`src/rtl/utf8_stream_decoder.sv`:
```
// utf8_stream_decoder: UTF-8 byte stream to UTF-32/UTF-16 words with error markers and a show-ahead output FIFO
module utf8_stream_decoder #(
   parameter int DEPTH = 4,
   parameter int UTF16 = 0,
   parameter int CHK_RANGE = 1,
   parameter int REPLACE = 1
) (
   input  logic                     clk,
   input  logic                     rst_in,
   input  logic [7:0]               in_data,
   input  logic                     in_valid,
   output logic                     in_ready,
   input  logic                     flush,
   output logic [31:0]              out_data,
   output logic                     out_err,
   output logic                     out_valid,
   input  logic                     out_ready,
   output logic [$clog2(DEPTH):0]   level,
   output logic [15:0]              err_count
);
   localparam int AW = $clog2(DEPTH);
   localparam int LW = AW + 1;
   typedef enum logic [1:0] {IDLE, CONT, REDO} state_t;
   state_t state, state_n;
   logic [1:0] rem, rem_n, len, len_n;
   logic [20:0] acc, acc_n, nacc, min_v, pval, v;
   logic [21:0] mem [DEPTH];
   logic [AW-1:0] wp, rp;
   logic [9:0] hi10;
   logic run, beat, e, pair, full, pop, space, cont_byte, accept, push, perr;
   assign full = level == LW'(DEPTH);
   assign out_valid = level != '0;
   assign {e, v} = mem[rp];
   assign pair = (UTF16 != 0) && !e && v >= 21'h10000;
   assign pop = out_valid && out_ready && (!pair || beat);
   // a pop in the same cycle frees the slot the incoming word lands in
   assign space = !full || pop;
   assign cont_byte = in_data[7:6] == 2'b10;
   assign in_ready = run && space && !flush && !(state == CONT && in_valid && !cont_byte);
   assign accept = in_valid && in_ready;
   assign nacc = (acc << 6) | {15'd0, in_data[5:0]};
   assign min_v = len == 2'd1 ? 21'h80 : len == 2'd2 ? 21'h800 : 21'h10000;
   assign hi10 = 10'((v - 21'h10000) >> 10);
   assign out_err = out_valid && e;
   assign out_data = !out_valid ? 32'd0 :
                     e ? {16'd0, REPLACE != 0 ? 16'hFFFD : 16'h0000} :
                     pair ? {16'd0, beat ? {6'b110111, v[9:0]} : {6'b110110, hi10}} :
                     {11'd0, v};
   always_comb begin
      state_n = state;
      rem_n = rem;
      len_n = len;
      acc_n = acc;
      push = 1'b0;
      perr = 1'b0;
      pval = '0;
      if (state == CONT) begin
         if (flush && space) begin
            push = 1'b1;
            perr = 1'b1;
            state_n = IDLE;
         end else if (in_valid && !cont_byte && space) begin
            push = 1'b1;
            perr = 1'b1;
            state_n = REDO;
         end else if (accept) begin
            acc_n = nacc;
            rem_n = rem - 2'd1;
            if (rem == 2'd1) begin
               push = 1'b1;
               state_n = IDLE;
               perr = nacc < min_v ||
                      (CHK_RANGE != 0 && ((nacc >= 21'hD800 && nacc <= 21'hDFFF) || nacc > 21'h10FFFF)) ||
                      (UTF16 != 0 && nacc > 21'h10FFFF);
               pval = perr ? 21'd0 : nacc;
            end
         end
      end else begin
         // REDO reprocesses the byte left on the input as a fresh lead byte
         state_n = IDLE;
         if (accept) begin
            if (!in_data[7]) begin
               push = 1'b1;
               pval = {13'd0, in_data};
            end else if (in_data >= 8'hC2 && in_data <= 8'hDF) begin
               state_n = CONT;
               rem_n = 2'd1;
               len_n = 2'd1;
               acc_n = {16'd0, in_data[4:0]};
            end else if (in_data[7:4] == 4'hE) begin
               state_n = CONT;
               rem_n = 2'd2;
               len_n = 2'd2;
               acc_n = {17'd0, in_data[3:0]};
            end else if (in_data >= 8'hF0 && in_data <= (CHK_RANGE != 0 ? 8'hF4 : 8'hF7)) begin
               state_n = CONT;
               rem_n = 2'd3;
               len_n = 2'd3;
               acc_n = {18'd0, in_data[2:0]};
            end else begin
               push = 1'b1;
               perr = 1'b1;
            end
         end
      end
   end
   always_ff @(posedge clk or negedge rst_in) begin
      if (!rst_in) begin
         state <= IDLE;
         rem <= '0;
         len <= '0;
         acc <= '0;
         wp <= '0;
         rp <= '0;
         level <= '0;
         beat <= 1'b0;
         err_count <= '0;
         run <= 1'b0;
      end else begin
         run <= 1'b1;
         state <= state_n;
         rem <= rem_n;
         len <= len_n;
         acc <= acc_n;
         if (push) wp <= wp + 1'b1;
         if (pop) rp <= rp + 1'b1;
         level <= level + LW'(push) - LW'(pop);
         if (out_valid && out_ready) beat <= pair && !beat;
         if (push && perr && err_count != 16'hFFFF) err_count <= err_count + 16'd1;
      end
   end
   always_ff @(posedge clk) begin
      if (push) mem[wp] <= {perr, pval};
   end
endmodule

```
`config.mk`:
```
export PLATFORM = sky130hd
export DESIGN_NAME = utf8_stream_decoder
export DESIGN_NICKNAME = d
export VERILOG_FILES = /design/src/rtl/utf8_stream_decoder.sv
export SDC_FILE = /design/constraint.sdc
export NUM_CORES = 1
export LEC_CHECK = 0
export CORE_ASPECT_RATIO = 1.5
export CORE_UTILIZATION = 25
export CTS_CLUSTER_DIAMETER = 200
export DETAILED_ROUTE_END_ITERATION = 6
export GPL_ROUTABILITY_DRIVEN = 0
export SLEW_MARGIN = 10
export SYNTH_ARGS = -nofsm -noshare
export SYNTH_HDL_FRONTEND = slang
export SYNTH_SLANG_ARGS = --single-unit
```
`constraint.sdc`:
```
create_clock -name clk -period 4.7 [get_ports clk]
set_input_delay 0.47 -clock clk [delete_from_list [all_inputs] [get_ports clk]]
set_output_delay 0.47 -clock clk [all_outputs]
set_load 0.01 [all_outputs]
```
==> flow_metrics.env, run 1 <==
export IMPL_initial_core_util=0.255
export IMPL_seqCellArea_um2=3770
export IMPL_cap_violations=0
export IMPL_rsz0062_at_grt="false"
export IMPL_area_delta_synth_final_pct=25.3
export IMPL_intPower_w=0.00285
export IMPL_power_leakage_nw=2.80
export IMPL_insertedDiodeCount=0
export IMPL_drv_slew=0
export IMPL_clkTransAtPathRegs_ns=0.06
export IMPL_max_slew_margin=0.190
export IMPL_coreArea_um2=23700
export IMPL_crit_chain="clkdlybuf4s50_1, or4_1, o22ai_1, or3_1, o211ai_1, ha_1, inv_1, ha_1, inv_1, fa_1, xnor2_1, xnor2_1"
export IMPL_die_area_um2=24800
export IMPL_fin_crit_sh=0.724
export IMPL_hold_path_class="input port to async pin"
export IMPL_critPathMaxStageDelay_ns=0.54
export IMPL_final_nets=537
export IMPL_p_clk_frac=0.337
export IMPL_path_depth=12
export IMPL_fin_cells=843
export IMPL_via_per_inst=4.41
export IMPL_path_delay_family="adder cells"
export IMPL_worst_pin_slew_ns=1.20
export IMPL_fin_area_um2=7560
export IMPL_cp_start_kind="input port"
export IMPL_post_cts_buffers=0
export IMPL_rrSetupSlack_ns=1.38
export IMPL_cts_buffers=17
export IMPL_sw_frac_of_total=0.301
export IMPL_routed_via_count=3721
export IMPL_async_flop_share=0.338
export IMPL_skew_ns=0.0147
export IMPL_worstPathRequired_ns=5.04
export IMPL_multi_input_area_um2=2090
export IMPL_worstSetupPathType="input port to flop"
export IMPL_setup_viol=0
export IMPL_postCtsHoldBufs=0
export IMPL_rr_startpoint="level[1]"
export IMPL_dpl_hpwl_um=9370
export IMPL_worst_path_buf_inv=3
export IMPL_crit_path_top_delay_cell="or4_1"
export IMPL_htree_levels=4
export IMPL_synth_cell_types=52
export IMPL_synth_edff_count=88
export IMPL_wirelength_um=13400
export IMPL_avgSynthCellArea_um2=13.5
export IMPL_drt_iter0_drc=217
export IMPL_grt_max_degree=46
export IMPL_place_inst=811
export IMPL_setup_ws_ns=1.30
export IMPL_grt_use_total=0.116
export IMPL_power_switching_w=0.00122
export IMPL_ir_worst_vdd_v=0.000295
export IMPL_yosys_warnings=0
export IMPL_synth_seq_cells=133
export IMPL_cts_sinks=133
export IMPL_grt_pass1_wl_um=21600
export IMPL_pwr_share_seq=0.357
export IMPL_finalHoldViolations=0
export IMPL_first_pass_iters=4
export IMPL_fp_dieW_um=129
export IMPL_cts_tree="yes"
export IMPL_place_area_um2=6950
export IMPL_ff2ff_path_depth=10
export IMPL_grt_pass1_vias=3887
export IMPL_synthFlopType="edfxtp_1"
export IMPL_grt_ovfl_total=0
export IMPL_cts_path_max_buffers=2
export IMPL_wl_per_cell_um=15.9
export IMPL_arrival_ns=3.74
export IMPL_preCtsSetupSlack_ns=0.858
export IMPL_rows=69
export IMPL_cts_root_buf="clkbuf_16"
export IMPL_cts_resized=0
export IMPL_antenna_left=0
export IMPL_cp_max_fo=7
export IMPL_syn_cell_area_um2=6040
export IMPL_reg2reg_to="level[2]"
export IMPL_p_comb_frac=0.306
export IMPL_period_needed_ns=3.40
export IMPL_ys_seq_area_frac=0.624
export IMPL_die_y_um=192
export IMPL_max_freq_mhz=294
export IMPL_drc_errors=0
export IMPL_setup_tns_ns=0
export IMPL_antenna_found_initial=0
export IMPL_port_buffers=55
export IMPL_nFillCells=2373
export IMPL_power_density_nw_per_um2=538
export IMPL_worstSkewPairLatency_ns=0.42
export IMPL_design_portCount=67
export IMPL_cp_end_kind="flop"
export IMPL_drive_above_1_share=0.164
export IMPL_syn_inst=446
export IMPL_status="complete, no violations"
-- per-layer routing --
metal  track usage  part of all wire
met1         0.137              0.41
met2         0.206              0.53
met3        0.0261             0.043
met4        0.0407             0.016
met5             0                 0
-- final cells by class --
type,instances,share of cell area
clock buffer,17,0.0562
tap,319,0.0528
inverter,19,0.00943
clock inverter,15,0.0253
multi-input combinational,275,0.276
sequential,133,0.498
timing repair buffer,65,0.0820
-- state kept, by name, summed over array words and instances, names as in the netlist --
register and flops:
mem 88, err_count 16, acc 15, level 3
len 2, rem 2, rp 2, state 2
wp 2, run 1
-- cell usage after synthesis (2+ instances only) --
cell type / number / area share
and3_4: 2 / 0.0037
a21oi_1: 5 / 0.0041
mux2_4: 2 / 0.0050
and3_1: 2 / 0.0021
nor3_1: 8 / 0.0066
clkbuf_1: 11 / 0.0068
buf_1: 4 / 0.0025
buf_6: 2 / 0.0037
buf_4: 11 / 0.014
nor2_1: 43 / 0.027
xor2_1: 15 / 0.022
nand3_1: 10 / 0.0083
nand4_1: 2 / 0.0021
nor4b_1: 3 / 0.0044
nand2_1: 37 / 0.023
a211oi_1: 2 / 0.0025
nor2b_1: 14 / 0.015
and4_1: 2 / 0.0029
and2_1: 17 / 0.018
ha_1: 12 / 0.025
inv_1: 19 / 0.012
dfrtp_1: 45 / 0.19
o211ai_1: 4 / 0.0050
o41ai_1: 2 / 0.0029
mux2_2: 4 / 0.0075
edfxtp_1: 88 / 0.44
nand2b_1: 3 / 0.0031
o21ai_0: 18 / 0.015
conb_1: 2 / 0.0012
nor3b_1: 4 / 0.0050
mux4_2: 22 / 0.082
xnor2_1: 4 / 0.0058
nor4_1: 8 / 0.0083
-- stage by stage --
| stage | util | hold slack [ns] | total power [W] |
|---|---|---|---|
| final | 0.320 | 0.224 | 0.00407 |
| after detailed placement | 0.294 | 0.483 | 0.00276 |
| after global routing | 0.320 | 0.325 | 0.00428 |
| after floorplan | - | 0.174 | 0.00216 |
| after global placement | 0.294 | 0.465 | 0.00273 |
| after CTS | 0.320 | 0.273 | 0.00413 |
-- worst max-delay path by stage --
stage                           from   endpoint  slack, ns
after CTS                 in_data[1]   level[2]       1.30
after global routing      in_data[1]   level[2]       1.01
after global placement    in_data[1]   level[2]       1.06
final                     in_data[1]   level[2]       1.30
after detailed placement  in_data[1]   level[2]       0.86
after floorplan           in_data[4]  mem[0][0]       1.63
-- power groups by stage --
stage | Clock, W | Sequential, W | Combinational, W
3_3_place_gp | 0 | 0.00147 | 0.00126
5_1_grt | 0.00144 | 0.00147 | 0.00138
6_report | 0.00137 | 0.00145 | 0.00124
4_1_cts | 0.00139 | 0.00145 | 0.00129
3_5_place_dp | 0 | 0.00147 | 0.00129
2_1_floorplan | 0 | 0.00146 | 0.000704
-- cells in the final DEF (no fill, tap or decap), types with 14 or more instances in the layout --
cell type | synthesis | layout
clkdlybuf4s50_1 | 0 | 54
o21ai_0 | 18 | 18
dfrtp_1 | 45 | 45
and2_1 | 17 | 17
nand2_1 | 37 | 37
xor2_1 | 15 | 15
inv_1 | 19 | 19
mux4_2 | 22 | 22
nor2_1 | 43 | 39
edfxtp_1 | 88 | 88
nor2b_1 | 14 | 14
clkbuf_16 | 0 | 17
-- logic make-up (layout without fill, tap and decap cells) --
group / Yosys count / count (layout) / share of synthesized area
AND/OR/NAND/NOR: 163 / 163 / 0.140
flip-flops: 133 / 133 / 0.624
buffers and inverters: 48 / 116 / 0.0394
AO/OA/AOI/OAI: 40 / 40 / 0.0450
multiplexers: 28 / 28 / 0.0945
XOR/XNOR: 19 / 19 / 0.0276
adder cells (fa/ha/maj): 13 / 13 / 0.0282
other: 2 / 12 / 0.00124
Power figures use the tool's default switching activity.
==> inputs of run 2 (changes only) <==
clock period = 3.4 ns   (was 4.7 ns; I/O delays follow)
==> run 2 against run 1 <==
- wire length shrank 0.34%
- first-iteration DRC count shrank 18%
- sequential cell count is the same
- count of clock-buffer cells in the layout is the same
- critical path type is now flop to primary output
==> flow_metrics.env, run 2 (synthesis results as in run 1) <==
export IMPL_grt_pass1_vias=3893
export IMPL_initial_core_util=0.255
export IMPL_htree_levels=4
export IMPL_die_area_um2=24800
export IMPL_via_per_inst=4.42
export IMPL_cap_violations=0
export IMPL_antenna_left=0
export IMPL_crit_chain="mux4_2, or2_2, nor2b_1, clkdlybuf4s50_1"
export IMPL_insertedDiodeCount=0
export IMPL_fin_crit_sh=0.882
export IMPL_cp_end_kind="primary output"
export IMPL_ir_worst_vdd_v=0.000396
export IMPL_largest_register="mem"
export IMPL_max_freq_mhz=334
export IMPL_path_delay_family="multiplexers"
export IMPL_largest_reg_flops=88
export IMPL_wirelength_um=13400
export IMPL_ff2ff_path_depth=12
export IMPL_skew_ns=0.0108
export IMPL_max_slew_margin=0.300
export IMPL_coreArea_um2=23700
export IMPL_period_needed_ns=3.00
export IMPL_worstSkewPairLatency_ns=0.42
export IMPL_port_buffers=55
export IMPL_rsz0062_at_grt="false"
export IMPL_power_leakage_nw=2.81
export IMPL_grt_pass1_wl_um=21500
export IMPL_first_pass_iters=5
export IMPL_grt_ovfl_total=0
export IMPL_cp_max_fo=17
export IMPL_fp_dieW_um=129
export IMPL_drive_above_1_share=0.172
export IMPL_fin_hold_ws_ns=0.0901
export IMPL_cts_sinks=133
export IMPL_cts_resized=0
export IMPL_post_cts_buffers=0
export IMPL_area_delta_synth_final_pct=25.4
export IMPL_cts_buffers=17
export IMPL_design_portCount=67
export IMPL_wl_per_cell_um=15.8
export IMPL_die_y_um=192
export IMPL_drv_slew=0
export IMPL_dpl_hpwl_um=9270
export IMPL_arrival_ns=2.66
export IMPL_cts_path_max_buffers=2
export IMPL_finalHoldViolations=0
export IMPL_cp_start_kind="flop"
export IMPL_worst_pin_slew_ns=1.05
export IMPL_final_common_cell="edfxtp_1"
export IMPL_grt_use_total=0.116
export IMPL_grt_max_degree=46
export IMPL_critPathMaxStageDelay_ns=0.74
export IMPL_antenna_found_initial=0
export IMPL_final_cell_mix="88 x edfxtp_1, 54 x clkdlybuf4s50_1, 45 x dfrtp_1"
export IMPL_worst_path_buf_inv=1
export IMPL_final_nets=542
export IMPL_postCtsHoldBufs=0
export IMPL_largestRegisters="mem (88), err_count (16), acc (15)"
export IMPL_worstSetupPathType="flop to primary output"
export IMPL_crit_path_top_delay_cell="mux4_2"
export IMPL_rows=69
export IMPL_worstPathRequired_ns=3.06
export IMPL_setup_tns_ns=0
export IMPL_clkTransAtPathRegs_ns=0.06
export IMPL_cts_tree="yes"
export IMPL_power_density_nw_per_um2=732
export IMPL_nFillCells=2373
export IMPL_path_depth=4
export IMPL_setup_viol=0
export IMPL_drt_iter0_drc=178
export IMPL_drc_errors=0
export IMPL_routed_via_count=3746
export IMPL_status="complete, no violations"
export IMPL_hold_path_class="input port to async pin"
export IMPL_cts_root_buf="clkbuf_16"
## run 2: metal layers
| layer | GRT usage | wire [um] | part of all wire | vias up |
|---|---|---|---|---|
| met2 | 0.203 | 7050 | 0.53 | 117 |
| met3 | 0.0227 | 524 | 0.039 | 17 |
| met5 | 0 | 0 | 0 | - |
| li1 | - | - | - | 1737 |
| met4 | 0.0475 | 162 | 0.012 | 0 |
| met1 | 0.137 | 5620 | 0.42 | 1875 |
## run 2: layout make-up
class	count	area (um^2)	area share
clock buffers	17	425	0.0562
clock inverters	15	159	0.0210
inverters	19	71.3	0.00942
multi-input cells	275	2090	0.276
flip-flops and latches	133	3770	0.498
well taps	319	399	0.0527
repair buffers	70	658	0.0869
## run 2: path summary, 6_finish.rpt
kind                                   start           end  slack [ns]
worst min register to register  err_count[9]  err_count[9]        0.49
worst min-delay path                  rst_in      level[0]        0.09
max in group asynchronous             rst_in  err_count[7]        2.63
worst max register to register      level[1]      level[2]        0.47
min in group clk                err_count[9]  err_count[9]        0.49
worst max-delay path                   rp[0]  out_data[16]        0.40
## run 2: per-stage QoR
step                utilization  std cells  area [um^2]  setup slack, ns  power [W]
finish                    0.320        848         7570            0.402    0.00554
global route              0.320        848         7570            0.256    0.00582
CTS                       0.320        848         7570            0.326    0.00563
detailed placement        0.295        816         6990            0.234    0.00382
global placement          0.295        816         6990            0.291    0.00376
floorplan                     -        456         6070            0.387    0.00299
## run 2: power by group
part,leakage (nW),internal (W),switching [W],total (W)
sequential,1.41,0.00188,0.000129,0.00201
clock,0.280,0.00104,0.000763,0.00180
combinational,1.12,0.000889,0.000841,0.00173
==> RTL edit, RTL diff (settings of run 1) <==
Re-encode `state_t` (3 states) as one-hot, 3 bits wide.
--- a/src/rtl/utf8_stream_decoder.sv
+++ b/src/rtl/utf8_stream_decoder.sv
@@ -22,3 +22,3 @@
    localparam int LW = AW + 1;
-   typedef enum logic [1:0] {IDLE, CONT, REDO} state_t;
+   typedef enum logic [2:0] {IDLE = 3'b001, CONT = 3'b010, REDO = 3'b100} state_t;
    state_t state, state_n;
Formal check against the unedited RTL: same outputs for any inputs over 4 cycles, from zero or initial values and one cycle with rst_in low; so few cycles prove little.
==> RTL edit against run 1 <==
- power fell by 5.3%
- design area fell by 1.6%
- worst hold slack improved by 0.028 ns
- maximum frequency fell by 2.4%
- clock skew fell by 0.0053 ns
- setup slack got worse by 0.085 ns
- area after synthesis fell by 1.2%
- sequential cell count rose by 1
- sequential share of layout area rose by 1.1 points
- combinational power fell by 9%
- routed wire length fell by 7.9%
- core utilization rose by 0.083 points
- critical endpoint is now out_data[19]
- largest power group unchanged
==> RTL edit: results (changes against run 1) <==
Run status
  – Status: finished clean (unchanged)

Cells and area
  – Data buffer area share: 8.23% (was 8.20%)
  – Sequential cells: 134 (was 133)
  – Bufs w/o clock: 64 (was 65)
  – Ratio of cells with drive above 1 in the final layout: 15.6% (was 16.4%)
  – Post-layout nets: 526 (was 537)
  – Final-layout clock-cell area share: 7.85% (was 8.15%)
  – Multi-input logic portion of the cell area: 27.0% (was 27.6%)
  – # fillers: 2274 (was 2373)
  – Comb_multi_in: 270 (was 275)
  – Final core utilization: 32.1% (was 32.0%)

Placed design
  – Placed cell areas: 6860 sq um (was 6950 sq um)
  – Placed cell count: 796 (was 811)

Floorplan
  – Core ar.: 23200 sq um (was 23700 sq um)

Global routing
  – Global-route wire length before repair: 20.2 mm (was 21.6 mm)
  – Largest net degree at the start of global routing: 47 (was 46)
  – Vias in the first global route: 3825 (was 3887)
  – Total track usage: 10.8% (was 11.6%)

Setup path
  – Startpoint types: flop (was input pin)
  – Critical Path End: out_data[19] (was level[2])
  – R2R depth: 9 (was 10)
  – CP peak stage delay: 0.78 ns (was 0.54 ns)
  – CP delay by family, top: buffers and inverters (was adder cells)
  – Critical Path Slowest Stage Cell: mux4_2 (was or4_1)
  – Crit path max fanout: 24 (was 7)

Power and ir drop
  – Peak supply drop: 281 uV (was 295 uV)
  – Psw: 0.00116 W (was 0.00122 W)

Synthesis
  – Synth area leaders: edfxtp_1 44%, dfrtp_1 19%, mux4_2 8.3% (was edfxtp_1 44%, dfrtp_1 19%, mux4_2 8.2%)
  – Synth Area in Adders: 2.85% (was 2.82%)
  – Avg Cell Area, Syn: 13.7 sq um (was 13.5 sq um)
  – Compound-gate portion of the synthesized area: 3.54% (was 4.50%)
  – Sequential share of the synthesized area: 63.6% (was 62.4%)
  – Commonest cells post-synth: 88 x edfxtp_1, 45 x dfrtp_1, 40 x nor2_1, 38 x nand2_1, 23 x and2_1 (was 88 x edfxtp_1, 45 x dfrtp_1, 43 x nor2_1, 37 x nand2_1, 22 x mux4_2)
  – XOR/XNOR share of the synthesized area: 2.50% (was 2.76%)
  – Mux contribution to synthesized area: 9.96% (was 9.45%)

Timing
  – Worst Setup Slack, final: 1.21 ns (was 1.30 ns)
  – Max-slew headroom: 29.7% (was 19.0%)

Routing
  – DR iter-0 viols: 172 (was 217)
RTL edit: cell count changes after synthesis, sizes merged, moves of 5 or more:
cell,before,now
and2,17,24
nor4,8,3
xnor2,4,14
inv,19,13
xor2,15,3
RTL edit: power groups by stage:
| stage | Sequential, W | Clock, W | Combinational, W |
|---|---|---|---|
| 2_1_floorplan | 0.00144 | 0 | 0.000643 |
| 3_3_place_gp | 0.00144 | 0 | 0.00115 |
| 3_5_place_dp | 0.00145 | 0 | 0.00117 |
| 4_1_cts | 0.00143 | 0.00132 | 0.00117 |
| 5_1_grt | 0.00144 | 0.00138 | 0.00124 |
| 6_report | 0.00143 | 0.00130 | 0.00113 |
RTL edit: metal layers:
| layer | track usage [%] | routed length [microns] | up-vias |
|---|---|---|---|
| met4 | 4.21 | 203 | 0 |
| met5 | 0 | 0 | - |
| met1 | 12.2 | 5000 | 1766 |
| li1 | - | - | 1680 |
| met3 | 2.38 | 508 | 15 |
| met2 | 19.6 | 6630 | 93 |
